File: config.mk
export PLATFORM = sky130hd
export DESIGN_NAME = rs232_avalon_slave_flat
export DESIGN_NICKNAME = d
export VERILOG_FILES = /design/src/rtl/rs232_avalon_slave_pkg.sv /design/src/rtl/rs232_avalon_slave_if.sv /design/src/rtl/rs232_rx_deserializer.sv /design/src/rtl/rs232_avalon_slave.sv /design/src/flat_wrapper.sv
export SDC_FILE = /design/constraint.sdc
export NUM_CORES = 1
export LEC_CHECK = 0
export ABC_CLOCK_PERIOD_IN_PS = 2670
export CORE_ASPECT_RATIO = 0.6
export CORE_MARGIN = 2
export CORE_UTILIZATION = 40
export CTS_CLUSTER_DIAMETER = 80
export DETAILED_ROUTE_END_ITERATION = 6
export PLACE_DENSITY = 0.75
export SYNTH_ARGS = -nofsm -noshare
export SYNTH_HDL_FRONTEND = slang
export SYNTH_SLANG_ARGS = --single-unit
export TNS_END_PERCENT = 30
File: constraint.sdc
create_clock -name avm_clk -period 2.67 [get_ports avm_clk]
set_clock_uncertainty 0.15 [all_clocks]
set_input_delay 0.534 -clock avm_clk [delete_from_list [all_inputs] [get_ports avm_clk]]
set_output_delay 0.534 -clock avm_clk [all_outputs]
set_load 0.02 [all_outputs]
File: src/rtl/rs232_avalon_slave_pkg.sv
// rs232_pkg: register map offsets, STATUS bit positions and the UART FSM
// state type shared by rs232_avalon_slave and rs232_rx_deserializer.
package rs232_pkg;

  localparam logic [4:0] RX_BASE     = 5'h0;
  localparam logic [4:0] TX_BASE     = 5'h4;
  localparam logic [4:0] STATUS_BASE = 5'h8;

  localparam int unsigned TX_OK_BIT     = 6;
  localparam int unsigned RX_OK_BIT     = 7;
  localparam int unsigned RX_OVR_BIT    = 8;
  localparam int unsigned TX_OVF_BIT    = 9;
  localparam int unsigned FRAME_ERR_BIT = 10;

  typedef enum logic [1:0] {
    IDLE,
    START,
    DATA,
    STOP
  } uart_state_e;

endpackage

File: src/rtl/rs232_avalon_slave_if.sv
// Avalon-MM slave bus bundle for rs232_avalon_slave.
// Signals: avs_address/read/write/writedata (master->slave), avs_readdata/waitrequest (slave->master).
interface rs232_avalon_slave_if;

  logic [4:0]  avs_address;
  logic        avs_read;
  logic        avs_write;
  logic [31:0] avs_writedata;
  logic [31:0] avs_readdata;
  logic        avs_waitrequest;

  modport master (
    output avs_address, avs_read, avs_write, avs_writedata,
    input  avs_readdata, avs_waitrequest
  );

  modport slave (
    input  avs_address, avs_read, avs_write, avs_writedata,
    output avs_readdata, avs_waitrequest
  );

endinterface

File: src/rtl/rs232_rx_deserializer.sv
// 8N1 receiver: 2-flop synchroniser plus RX FSM with start-bit glitch reject.
// Ports: avm_clk, avm_rst (sync, active-high), uart_rxd in; rx_byte, rx_push, rx_ferr out.
module rs232_rx_deserializer
  import rs232_pkg::*;
#(
  parameter int DIV = 16
) (
  input  logic       avm_clk,
  input  logic       avm_rst,
  input  logic       uart_rxd,
  output logic [7:0] rx_byte,
  output logic       rx_push,
  output logic       rx_ferr
);

  localparam int CW = $clog2(DIV);
  localparam logic [CW-1:0] LAST = CW'(DIV - 1);
  localparam logic [CW-1:0] HALF = CW'(DIV / 2 - 1);

  uart_state_e   state, state_n;
  logic [CW-1:0] cnt;
  logic [2:0]    idx;
  logic [7:0]    sh;
  logic          s1, s2, prev;
  logic          tick;

  assign tick = cnt == LAST;

  always_ff @(posedge avm_clk) begin
    if (avm_rst) begin
      s1   <= 1'b1;
      s2   <= 1'b1;
      prev <= 1'b1;
    end else begin
      s1   <= uart_rxd;
      s2   <= s1;
      prev <= s2;
    end
  end

  always_ff @(posedge avm_clk) begin
    if (avm_rst) begin
      state <= IDLE;
      cnt   <= '0;
      idx   <= '0;
      sh    <= '0;
    end else begin
      state <= state_n;
      cnt   <= (state_n != state || tick) ? '0 : cnt + 1'b1;
      if (state == START) begin
        idx <= '0;
      end else if (state == DATA && tick) begin
        sh  <= {s2, sh[7:1]};
        idx <= idx + 1'b1;
      end
    end
  end

  always_comb begin
    state_n = state;
    unique case (state)
      IDLE:  if (prev & ~s2) state_n = START;
      START: if (cnt == HALF) state_n = s2 ? IDLE : DATA;
      DATA:  if (tick && idx == 3'd7) state_n = STOP;
      STOP:  if (tick) state_n = IDLE;
      default: state_n = IDLE;
    endcase
  end

  always_comb begin
    rx_byte = sh;
    rx_push = 1'b0;
    rx_ferr = 1'b0;
    if (state == STOP && tick) begin
      rx_push = s2;
      rx_ferr = ~s2;
    end
  end

endmodule

File: src/rtl/rs232_avalon_slave.sv
// RS232 UART Avalon-MM slave: RX @0x0, TX @0x4, STATUS @0x8; 8N1 TX FSM and RX buffer.
// Ports: avm_clk, avm_rst, avs (rs232_avalon_slave_if.slave), uart_rxd, uart_txd. Macro UART_RX_FIFO_EN.
module rs232_avalon_slave
  import rs232_pkg::*;
#(
  parameter int CLK_HZ        = 50000000,
  parameter int BAUD          = 115200,
  parameter int RX_FIFO_DEPTH = 4
) (
  input  logic                avm_clk,
  input  logic                avm_rst,
  rs232_avalon_slave_if.slave avs,
  input  logic                uart_rxd,
  output logic                uart_txd
);

  localparam int DIV = CLK_HZ / BAUD;
  localparam int CW  = $clog2(DIV);
  localparam logic [CW-1:0] LAST = CW'(DIV - 1);

  logic        req, rd, wait_cyc, commit, ack_r;
  logic        is_rx, is_tx, is_st;
  logic [31:0] rd_data, status, readdata;
  logic        pop_ok_r, pop, st_clr;
  logic [7:0]  hold;
  logic        hold_full, tx_load;
  logic        rx_ovr, tx_ovf, frame_err;
  logic [7:0]  rx_byte, rx_head;
  logic        rx_push, rx_ferr, rx_ok, push_ok, ovr_set;
  logic        unused_bits;

  assign req      = avs.avs_read | avs.avs_write;
  assign rd       = avs.avs_read & ~avs.avs_write;
  assign wait_cyc = req & ~ack_r;
  assign commit   = req & ack_r;
  assign is_rx    = avs.avs_address[3:2] == RX_BASE[3:2];
  assign is_tx    = avs.avs_address[3:2] == TX_BASE[3:2];
  assign is_st    = avs.avs_address[3:2] == STATUS_BASE[3:2];
  assign pop      = commit & pop_ok_r;
  assign st_clr   = commit & rd & is_st;

  assign avs.avs_waitrequest = wait_cyc;
  assign avs.avs_readdata    = readdata;

  assign unused_bits = ^{avs.avs_writedata[31:8],
                         avs.avs_address[4],
                         avs.avs_address[1:0]};

  always_comb begin
    status                = '0;
    status[TX_OK_BIT]     = ~hold_full;
    status[RX_OK_BIT]     = rx_ok;
    status[RX_OVR_BIT]    = rx_ovr;
    status[TX_OVF_BIT]    = tx_ovf;
    status[FRAME_ERR_BIT] = frame_err;
  end

  always_comb begin
    rd_data = '0;
    unique case (1'b1)
      rd & is_rx: rd_data = rx_ok ? {24'b0, rx_head} : '0;
      rd & is_st: rd_data = status;
      default:    rd_data = '0;
    endcase
  end

  // readdata is captured on the wait cycle; a STATUS commit clears only
  // the sticky bits that were actually returned to the master.
  always_ff @(posedge avm_clk) begin
    if (avm_rst) begin
      ack_r     <= 1'b0;
      readdata  <= '0;
      pop_ok_r  <= 1'b0;
      hold      <= '0;
      hold_full <= 1'b0;
      rx_ovr    <= 1'b0;
      tx_ovf    <= 1'b0;
      frame_err <= 1'b0;
    end else begin
      ack_r <= wait_cyc;
      if (wait_cyc) begin
        readdata <= rd_data;
        pop_ok_r <= rd & is_rx & rx_ok;
      end
      if (tx_load) hold_full <= 1'b0;
      if (commit & avs.avs_write & is_tx) begin
        if (!hold_full) begin
          hold      <= avs.avs_writedata[7:0];
          hold_full <= 1'b1;
        end else begin
          tx_ovf <= 1'b1;
        end
      end
      rx_ovr    <= (rx_ovr & ~(st_clr & readdata[RX_OVR_BIT])) | ovr_set;
      frame_err <= (frame_err & ~(st_clr & readdata[FRAME_ERR_BIT])) | rx_ferr;
      if (st_clr & readdata[TX_OVF_BIT]) tx_ovf <= 1'b0;
    end
  end

  uart_state_e   tx_state, tx_state_n;
  logic [CW-1:0] tx_cnt;
  logic [2:0]    tx_idx;
  logic [7:0]    tx_sh;
  logic          tx_tick;

  assign tx_tick = tx_cnt == LAST;
  assign tx_load = tx_state_n == START && tx_state != START;

  always_ff @(posedge avm_clk) begin
    if (avm_rst) begin
      tx_state <= IDLE;
      tx_cnt   <= '0;
      tx_idx   <= '0;
      tx_sh    <= '0;
    end else begin
      tx_state <= tx_state_n;
      tx_cnt   <= (tx_state_n != tx_state || tx_tick) ? '0 : tx_cnt + 1'b1;
      if (tx_load) begin
        tx_sh  <= hold;
        tx_idx <= '0;
      end else if (tx_state == DATA && tx_tick) begin
        tx_sh  <= {1'b0, tx_sh[7:1]};
        tx_idx <= tx_idx + 1'b1;
      end
    end
  end

  always_comb begin
    tx_state_n = tx_state;
    unique case (tx_state)
      IDLE:  if (hold_full) tx_state_n = START;
      START: if (tx_tick) tx_state_n = DATA;
      DATA:  if (tx_tick && tx_idx == 3'd7) tx_state_n = STOP;
      STOP:  if (tx_tick) tx_state_n = hold_full ? START : IDLE;
      default: tx_state_n = IDLE;
    endcase
  end

  always_comb begin
    uart_txd = 1'b1;
    unique case (tx_state)
      START:   uart_txd = 1'b0;
      DATA:    uart_txd = tx_sh[0];
      default: uart_txd = 1'b1;
    endcase
  end

  rs232_rx_deserializer #(.DIV(DIV)) u_rx (
    .avm_clk  (avm_clk),
    .avm_rst  (avm_rst),
    .uart_rxd (uart_rxd),
    .rx_byte  (rx_byte),
    .rx_push  (rx_push),
    .rx_ferr  (rx_ferr)
  );

`ifdef UART_RX_FIFO_EN
  localparam int PW = $clog2(RX_FIFO_DEPTH);

  logic [7:0]    rx_mem [RX_FIFO_DEPTH];
  logic [PW-1:0] wp, rp;
  logic [PW:0]   rx_cnt;
  logic          rx_full;

  assign rx_ok   = rx_cnt != '0;
  assign rx_full = rx_cnt == (PW + 1)'(RX_FIFO_DEPTH);
  assign rx_head = rx_mem[rp];
  assign push_ok = rx_push & (~rx_full | pop);
  assign ovr_set = rx_push & rx_full & ~pop;

  always_ff @(posedge avm_clk) begin
    if (push_ok) rx_mem[wp] <= rx_byte;
  end

  always_ff @(posedge avm_clk) begin
    if (avm_rst) begin
      wp     <= '0;
      rp     <= '0;
      rx_cnt <= '0;
    end else begin
      if (push_ok) wp <= wp + 1'b1;
      if (pop)     rp <= rp + 1'b1;
      rx_cnt <= rx_cnt + {{PW{1'b0}}, push_ok} - {{PW{1'b0}}, pop};
    end
  end
`else
  logic [7:0] rx_hold;
  logic       rx_full;
  logic       unused_depth;

  assign unused_depth = RX_FIFO_DEPTH[0];
  assign rx_ok   = rx_full;
  assign rx_head = rx_hold;
  assign push_ok = rx_push & (~rx_full | pop);
  assign ovr_set = rx_push & rx_full & ~pop;

  always_ff @(posedge avm_clk) begin
    if (avm_rst) begin
      rx_hold <= '0;
      rx_full <= 1'b0;
    end else begin
      if (push_ok) rx_hold <= rx_byte;
      rx_full <= push_ok | (rx_full & ~pop);
    end
  end
`endif

endmodule
File: src/flat_wrapper.sv
// flat-port wrapper written by rule: the top's interface ports become plain ports
module rs232_avalon_slave_flat import rs232_pkg::*;
#(
  parameter int CLK_HZ        = 50000000,
  parameter int BAUD          = 115200,
  parameter int RX_FIFO_DEPTH = 4
)
  (avm_clk, avm_rst, uart_rxd, uart_txd, avs_avs_address, avs_avs_read, avs_avs_write, avs_avs_writedata, avs_avs_readdata, avs_avs_waitrequest);
  rs232_avalon_slave_if avs_i ();
  input  logic avm_clk;
  input  logic avm_rst;
  input  logic uart_rxd;
  output logic uart_txd;
  input wire logic [$bits(avs_i.avs_address)-1:0] avs_avs_address;
  input wire logic [$bits(avs_i.avs_read)-1:0] avs_avs_read;
  input wire logic [$bits(avs_i.avs_write)-1:0] avs_avs_write;
  input wire logic [$bits(avs_i.avs_writedata)-1:0] avs_avs_writedata;
  output wire logic [$bits(avs_i.avs_readdata)-1:0] avs_avs_readdata;
  output wire logic [$bits(avs_i.avs_waitrequest)-1:0] avs_avs_waitrequest;
  assign avs_i.avs_address = avs_avs_address;
  assign avs_i.avs_read = avs_avs_read;
  assign avs_i.avs_write = avs_avs_write;
  assign avs_i.avs_writedata = avs_avs_writedata;
  assign avs_avs_readdata = avs_i.avs_readdata;
  assign avs_avs_waitrequest = avs_i.avs_waitrequest;
  rs232_avalon_slave #(.CLK_HZ(CLK_HZ), .BAUD(BAUD), .RX_FIFO_DEPTH(RX_FIFO_DEPTH)) u_core (.avm_clk(avm_clk), .avm_rst(avm_rst), .avs(avs_i), .uart_rxd(uart_rxd), .uart_txd(uart_txd));
endmodule
; ---- After elaboration in Yosys (flattened, before gate mapping)
; Index checks and enable logic that the tools add are counted.
; W data, S select, Z words.
[word_totals]
word_cells = 119
ff_bits = 102
out_inout_bits = 34
in_bits = 42
[op_classes]
n_bitwise = 35
n_reduce_logical = 20
n_mux = 22
addsub = 4
eq_ne = 17
[ops]
columns = cell, n
row1 = $pmux W32 S2, 1
row2 = $mux W8, 3
row3 = $and A1 B1 Y1, 21
row4 = $add A9 B1 Y9 const B, 2
row5 = $eq A9 B9 Y1 const B, 2
row6 = $mux W2, 9
row7 = $pmux W2 S4, 2
row8 = $eq A2 B2 Y1 const B, 5
row9 = $reduce_or A2 Y1, 5
row10 = $eq A9 B8 Y1 const B, 1
row11 = $not A1 Y1, 9
row12 = $eq A2 B1 Y1 const B, 4
row13 = $add A3 B1 Y3 const B, 2
row14 = $eq A3 B3 Y1 const B, 2
row15 = $logic_and A1 B1 Y1, 6
row16 = $logic_not A2 Y1, 3
row17 = $mux W1, 6
row18 = $reduce_and A2 Y1, 3
row19 = $or A1 B1 Y1, 5
row20 = $ne A2 B2 Y1, 2
row21 = $logic_or A1 B1 Y1, 2
row22 = $ne A2 B1 Y1 const B, 1
row23 = $pmux W1 S2, 1
row24 = $reduce_bool A2 Y1, 1

; ---- Longest topological paths before layout
; Gate-level depths: netlist of the first run.
[depth]
ltp_word = 9
depth_mapped = 7
ltp_nobuf = 6

; ---- Modules after synthesis
; From an unflattened synthesis of the first run, not the netlist that was laid out.
[unflattened]
cells_unflattened = 401
hier_area_um2 = 3711.1
[modules_own_cells]
columns = mod, instances, cells_per_inst, area_each_um2
row1 = rs232_avalon_slave, 1, 267, 2457.4
row2 = rs232_rx_deserializer, 1, 134, 1253.7

; ---- Worst setup path after synthesis of the first run
; Ideal clock, no wire load.
[synth_timing]
kind = input-to-output
startpoint = input avs_avs_write
endpoint = output avs_avs_waitrequest
setup_slack_ns = 0.736
arrival_ns = 1.250
path_buffers = 1
stages = 3
t_required_ns = 1.986
cell_sequence = o21bai_1 > clkbuf_1 > inv_1
[synth_between]
elab_chain_cells = 2
[synth_rtl]
columns = item, line
row1 = start: declaration, flat_wrapper.sv:16  ; input wire logic [$bits(avs_i.avs_write)-1:0] avs_avs_write;
row2 = $or A1 B1 Y1, rs232_avalon_slave.sv:32  ; assign req = avs.avs_read | avs.avs_write;
row3 = $and A1 B1 Y1, rs232_avalon_slave.sv:34  ; assign wait_cyc = req & ~ack_r;
row4 = end: declaration, flat_wrapper.sv:19  ; output wire logic [$bits(avs_i.avs_waitrequest)-1:0] avs_avs_waitrequest;
; Every way passes these cells.

; ---- Worst setup path in the final report of the first run
; Ends and elaborated chain as after synthesis.

==> results of run 1 <==
## worst max-delay path: cells and delay by family
family | cells | cell delay, ps
AO/OA/AOI/OAI | 1 | 90
buffers and inverters | 3 | 1130
## cell families (layout without fill, tap and decap cells)
logic type,Yosys count,after routing,share of synthesized area [%]
XOR/XNOR,18,18,4.48
AND/OR/NAND/NOR,139,139,19.1
buffers and inverters,49,61,7.68
adder cells (fa/ha/maj),9,9,3.20
flip-flops,81,81,46.1
AO/OA/AOI/OAI,41,41,9.13
multiplexers,36,36,10.2
other,1,21,0.107
## cell type report
class	instances	area [sq um]
multi-input cells	264	1710
inverters	11	41.3
repair buffers	37	340
well taps	112	140
clock inverters	1	5.00
clock buffers	12	246
fillers	797	4420
flip-flops and latches	81	1620
## per-stage QoR
stage               hold WS (ps)  util (%)  setup WS, ps  instances  instance area (sq um)
global placement             257      45.2           222        505                   3850
floorplan                    239         -           736        394                   3600
CTS                          271      48.2           220        518                   4110
finish                       264      48.2           231        518                   4110
detailed placement           260      45.2           220        505                   3850
global route                 291      48.2           192        518                   4110
## power breakdown
part           internal (W)  total, W  switching [W]  leakage [nW]
clock network      0.000637   0.00107       0.000432         0.124
registers           0.00123   0.00125      0.0000205         0.655
logic             0.0000543  0.000140      0.0000856         0.795
total               0.00192   0.00246       0.000538          1.57
## placed cells by master (no fill, tap or decap), drive strengths merged, types with 6 or more instances in the layout
master	n
a211oi	7
a21oi	11
a22oi	10
buf	11
clkbuf	12
clkdlybuf4s50	26
conb	21
dfxtp	81
ha	9
inv	11
mux2i	36
nand2	12
nand3	11
nor2	76
nor3	8
xnor2	12
xor2	6
## registers in the layout, indices dropped and copies added, names as in the netlist, 2 cells and up
signal,flops
u_core.tx_state,2
u_core.avs.avs_readdata,11
u_core.u_rx.state,2
u_core.rx_head,8
u_core.u_rx.rx_byte,8
u_core.hold,8
u_core.tx_cnt,9
u_core.u_rx.idx,3
u_core.tx_sh,8
u_core.tx_idx,3
u_core.u_rx.cnt,9
## cell usage after synthesis, types with 8 or more instances
cell type  count  area share [%]
dfxtp_1       81              46
nor2_1        75             8.0
mux2i_1       36              10
buf_4         22             4.7
clkbuf_1      13             1.4
nand2_1       12             1.3
xnor2_1       12             3.0
a21oi_1       11             1.6
inv_1         11             1.2
nand3_1       11             1.6
a22oi_1       10             2.1
ha_1           9             3.2
nor3_1         8             1.1
## routing by layer
metal  share of wire [%]  GRT usage, %
met1                  53          19.8
met5                   0             0
met4                0.60          4.00
met2                  42          21.2
met3                 4.6          6.84
## final timing paths
path	slack [ps]	to	from	depth (start not counted)
worst max-delay path	230	avs_avs_waitrequest	avs_avs_write	4
worst min-delay path	260	u_core.u_rx.s2	u_core.u_rx.s1	1
worst max register to register	650	u_core.rx_ovr	u_core.u_rx.cnt[0]	5
worst min register to register	260	u_core.u_rx.s2	u_core.u_rx.s1	1
==> flow_metrics.tcl, run 1 <==
set metrics [dict create \
    cp_slowest_cell "clkdlybuf4s50_1" \
    clk_pin_slew_ps 50 \
    num_io_pins 76 \
    viasPerCell 4.81 \
    antenna_found_initial 0 \
    yosysSeqAreaShare_pct 46.1 \
    end_kind "primary output" \
    rsz0062_at_grt "no" \
    syn_avg_cell_area_sq_um 9.41 \
    critical-path-max-stage-delay_ps 590 \
    die_h_um 76.7 \
    cp_max_fo 2 \
    hp-class "flip-flop to flip-flop" \
    ys_async_sr_fraction_pct 0 \
    gp_congestion 0.787 \
    cpMostUsedCell "clkdlybuf4s50_1" \
    hold_violations 0 \
    clk_latency_ps 330 \
    cts_buffer_depth 2 \
    cp_cell_sequence "clkdlybuf4s50_1 > o21bai_1 > inv_1 > clkdlybuf4s50_1" \
    yosysWarnings 0 \
    cts.repair.resized 0 \
    ys_ff_latch 81 \
    grt_max_degree 34 \
    maxCapViolCount 0 \
    ant_nets 0 \
    coreArea_sq_um 8520 \
    synthFlopType "dfxtp_1" \
    outcome "finished clean" \
    wirelength_um 6680 \
    p_total_w 0.00246 \
    max_freq_mhz 410 \
    synthCells 374 \
    tightest_slew_ps 654 \
    startpoint_type "primary input" \
    cts_root_buf "clkbuf_16" \
    cts_sinks 81 \
    power_leakage_nw 1.57 \
    maxSlewViolCount 0 \
    num-nets-final 455 \
    drtIter0Drc 147 \
    cts_tree "yes" \
    critPathRequiredTime_ps 1990 \
    drc 0 \
    dp_hpwl_um 4820 \
    drive_above_1_share_pct 8.13 \
    setup_tns_ps 0 \
    yosysUniqueCellTypes 46 \
    antenna_cells 0 \
    vias 2494 \
    num_rows 26 \
    portBuffers 27 \
    cts_hold_buf 0 \
    fin_crit_ps 2440 \
    crit_type "primary input to primary output" \
    min_period_over_period_pct 91.4 \
    drt-wirelength-per-cell_um 12.9 \
    area_growth_pct 16.6 \
    slew_headroom_pct 55.8 \
    grt_pass1_wl_um 11300 \
    ir_worst_vdd_mv 0.333 \
    dieArea_sq_um 9590 \
    cts-htree-levels 3 \
    synth_edf_count 0 \
    grt_pass1_vias 2398 \
    powerDensity_nw_per_um2 599 \
    gr-total-overflow 0 \
    synthesis.area_sq_um 3520 \
    numCtsBuffers 9 \
    drt_first_pass_iters 4 \
    die_w_um 125 \
    grt_usage_pct 14.7 \
    finalSetupViolCount 0 \
    arrival_ps 1760 \
    cts_setup_buffers 0 \
    start_util_pct 41.3 \
]
No activity file was read; power rests on OpenSTA's default activity.
==> inputs of run 2 (changes only) <==
--- a/config.mk
+++ b/config.mk
@@ -12,6 +12,7 @@
 export CTS_CLUSTER_DIAMETER = 80
 export DETAILED_ROUTE_END_ITERATION = 6
 export PLACE_DENSITY = 0.75
+export SKIP_CTS_REPAIR_TIMING = 1
 export SYNTH_ARGS = -nofsm -noshare
 export SYNTH_HDL_FRONTEND = slang
 export SYNTH_SLANG_ARGS = --single-unit
==> results of run 2 <==
Final layout, timing and power as in run 1 (identical DEF).
==> inputs of run 3 (changes only) <==
--- a/config.mk
+++ b/config.mk
@@ -6,12 +6,11 @@
 export NUM_CORES = 1
 export LEC_CHECK = 0
 export ABC_CLOCK_PERIOD_IN_PS = 2670
-export CORE_ASPECT_RATIO = 0.6
 export CORE_MARGIN = 2
-export CORE_UTILIZATION = 40
+export CORE_UTILIZATION = 45
 export CTS_CLUSTER_DIAMETER = 80
 export DETAILED_ROUTE_END_ITERATION = 6
-export PLACE_DENSITY = 0.75
+export PLACE_DENSITY = 0.82
 export SKIP_CTS_REPAIR_TIMING = 1
 export SYNTH_ARGS = -nofsm -noshare
 export SYNTH_HDL_FRONTEND = slang
==> run 3 against run 2 <==
Hold slack gained 1.0 ps; sequential power is essentially flat; combinational power is essentially flat; die area shrank 11%; non-clock buffer count is the same; wire length shrank 8.0%; sequential cell count is the same; fmax shrank 0.95%; first-iteration DRC count shrank 44%; register-to-register slack gained 50 ps; sequential share of layout area grew 0.90 points; critical path type unchanged; critical endpoint unchanged.
==> flow_metrics.tcl, run 3 (synthesis gave the netlist of run 1 again) <==
set metrics [dict create \
    drc 0 \
    crit_family "buffers and inverters" \
    power_leakage_nw 1.54 \
    coreArea_sq_um 7650 \
    num_rows 32 \
    fin_crit_ps 2460 \
    regArea_sq_um 1620 \
    wirelength_um 6150 \
    final_cell_mix "dfxtp_1 (81), nor2_1 (75), mux2i_1 (36)" \
    hold_violations 0 \
    setup_tns_ps 0 \
    end_kind "primary output" \
    clk_latency_ps 360 \
    grt_pass1_vias 2312 \
    numCtsBuffers 9 \
    die_h_um 92.5 \
    dp_hpwl_um 4360 \
    cts_buffer_depth 2 \
    maxSlewViolCount 0 \
    powerDensity_nw_per_um2 541 \
    cp_slowest_cell "clkdlybuf4s50_1" \
    grt_usage_pct 15.4 \
    drt_first_pass_iters 4 \
    largest_reg_flops 11 \
    die_w_um 92.5 \
    viasPerCell 4.96 \
    dp_slack_ps 195 \
    vias 2536 \
    gr-total-overflow 0 \
    cts_tree "yes" \
    start_util_pct 46.0 \
    placed_cell_area_sq_um 3840 \
    num-nets-final 455 \
    cp_max_fo 2 \
    max_freq_mhz 406 \
    antenna_found_initial 0 \
    antenna_cells 0 \
    ir_worst_vdd_mv 0.242 \
    rsz0062_at_grt "no" \
    arrival_ps 1780 \
    startpoint_type "primary input" \
    drtIter0Drc 82 \
    worst-path-buf-inv 3 \
    worst_slack_ps 208 \
    grt_max_degree 35 \
    gp_congestion 0.760 \
    crit_type "primary input to primary output" \
    ant_nets 0 \
    hold_ws_ps 265 \
    dieArea_sq_um 8550 \
    area_growth_pct 14.0 \
    min_period_over_period_pct 92.2 \
    fin_util_pct 52.5 \
    nFillCells 682 \
    drt-wirelength-per-cell_um 12.0 \
    maxCapViolCount 0 \
    outcome "finished clean" \
    grt_pass1_wl_um 10400 \
    hp-class "flip-flop to flip-flop" \
    critPathRequiredTime_ps 1990 \
    finalSetupViolCount 0 \
    cpMostUsedCell "clkdlybuf4s50_1" \
    portBuffers 27 \
    cts_root_buf "clkbuf_8" \
    clk_pin_slew_ps 80 \
    cts_sinks 81 \
    cts-htree-levels 3 \
    cp_cell_sequence "clkdlybuf4s50_1 > o21bai_1 > inv_1 > clkdlybuf4s50_1" \
    slew_headroom_pct 51.6 \
    final_common_cell "dfxtp_1" \
    critical-path-max-stage-delay_ps 600 \
    num_io_pins 76 \
    drive_above_1_share_pct 9.05 \
    multiInputGateArea_sq_um 1710 \
    tightest_slew_ps 715 \
    stdcell_area_sq_um 4010 \
]
-- run 3: layout make-up --
cell class	instances	share of cell area (%)
repair buffers	37	8.48
multi-input cells	264	42.6
inverters	11	1.03
clock buffers	11	3.52
clock inverters	5	0.779
flip-flops and latches	81	40.4
well taps	102	3.18
-- run 3: metrics by stage --
stage          cells  power, W
3_5_place_dp     495   0.00141
5_1_grt          511   0.00227
2_1_floorplan    394   0.00139
6_report         511   0.00217
4_1_cts          511   0.00220
3_3_place_gp     495   0.00141
-- run 3: report_power, final --
part / switching (W) / internal, W / leakage [nW]
registers: 0.0000201 / 0.00123 / 0.655
logic: 0.0000866 / 0.0000543 / 0.795
clock network: 0.000425 / 0.000360 / 0.0891
-- run 3: worst paths after layout --
| kind | startpoint | to | slack [ps] | depth (start not counted) |
|---|---|---|---|---|
| worst max-delay path | avs_avs_read | avs_avs_waitrequest | 210 | 4 |
| worst min-delay path | u_core.u_rx.s1 | u_core.u_rx.s2 | 260 | 1 |
| worst max register to register | u_core.u_rx.cnt[0] | u_core.rx_ovr | 700 | 5 |
| worst min register to register | u_core.u_rx.s1 | u_core.u_rx.s2 | 260 | 1 |
-- run 3: layer usage --
metal | track usage, % | part of all wire (%)
met1 | 18.9 | 46
met2 | 24.4 | 48
met3 | 4.31 | 3.9
met4 | 8.58 | 1.9
met5 | 0 | 0
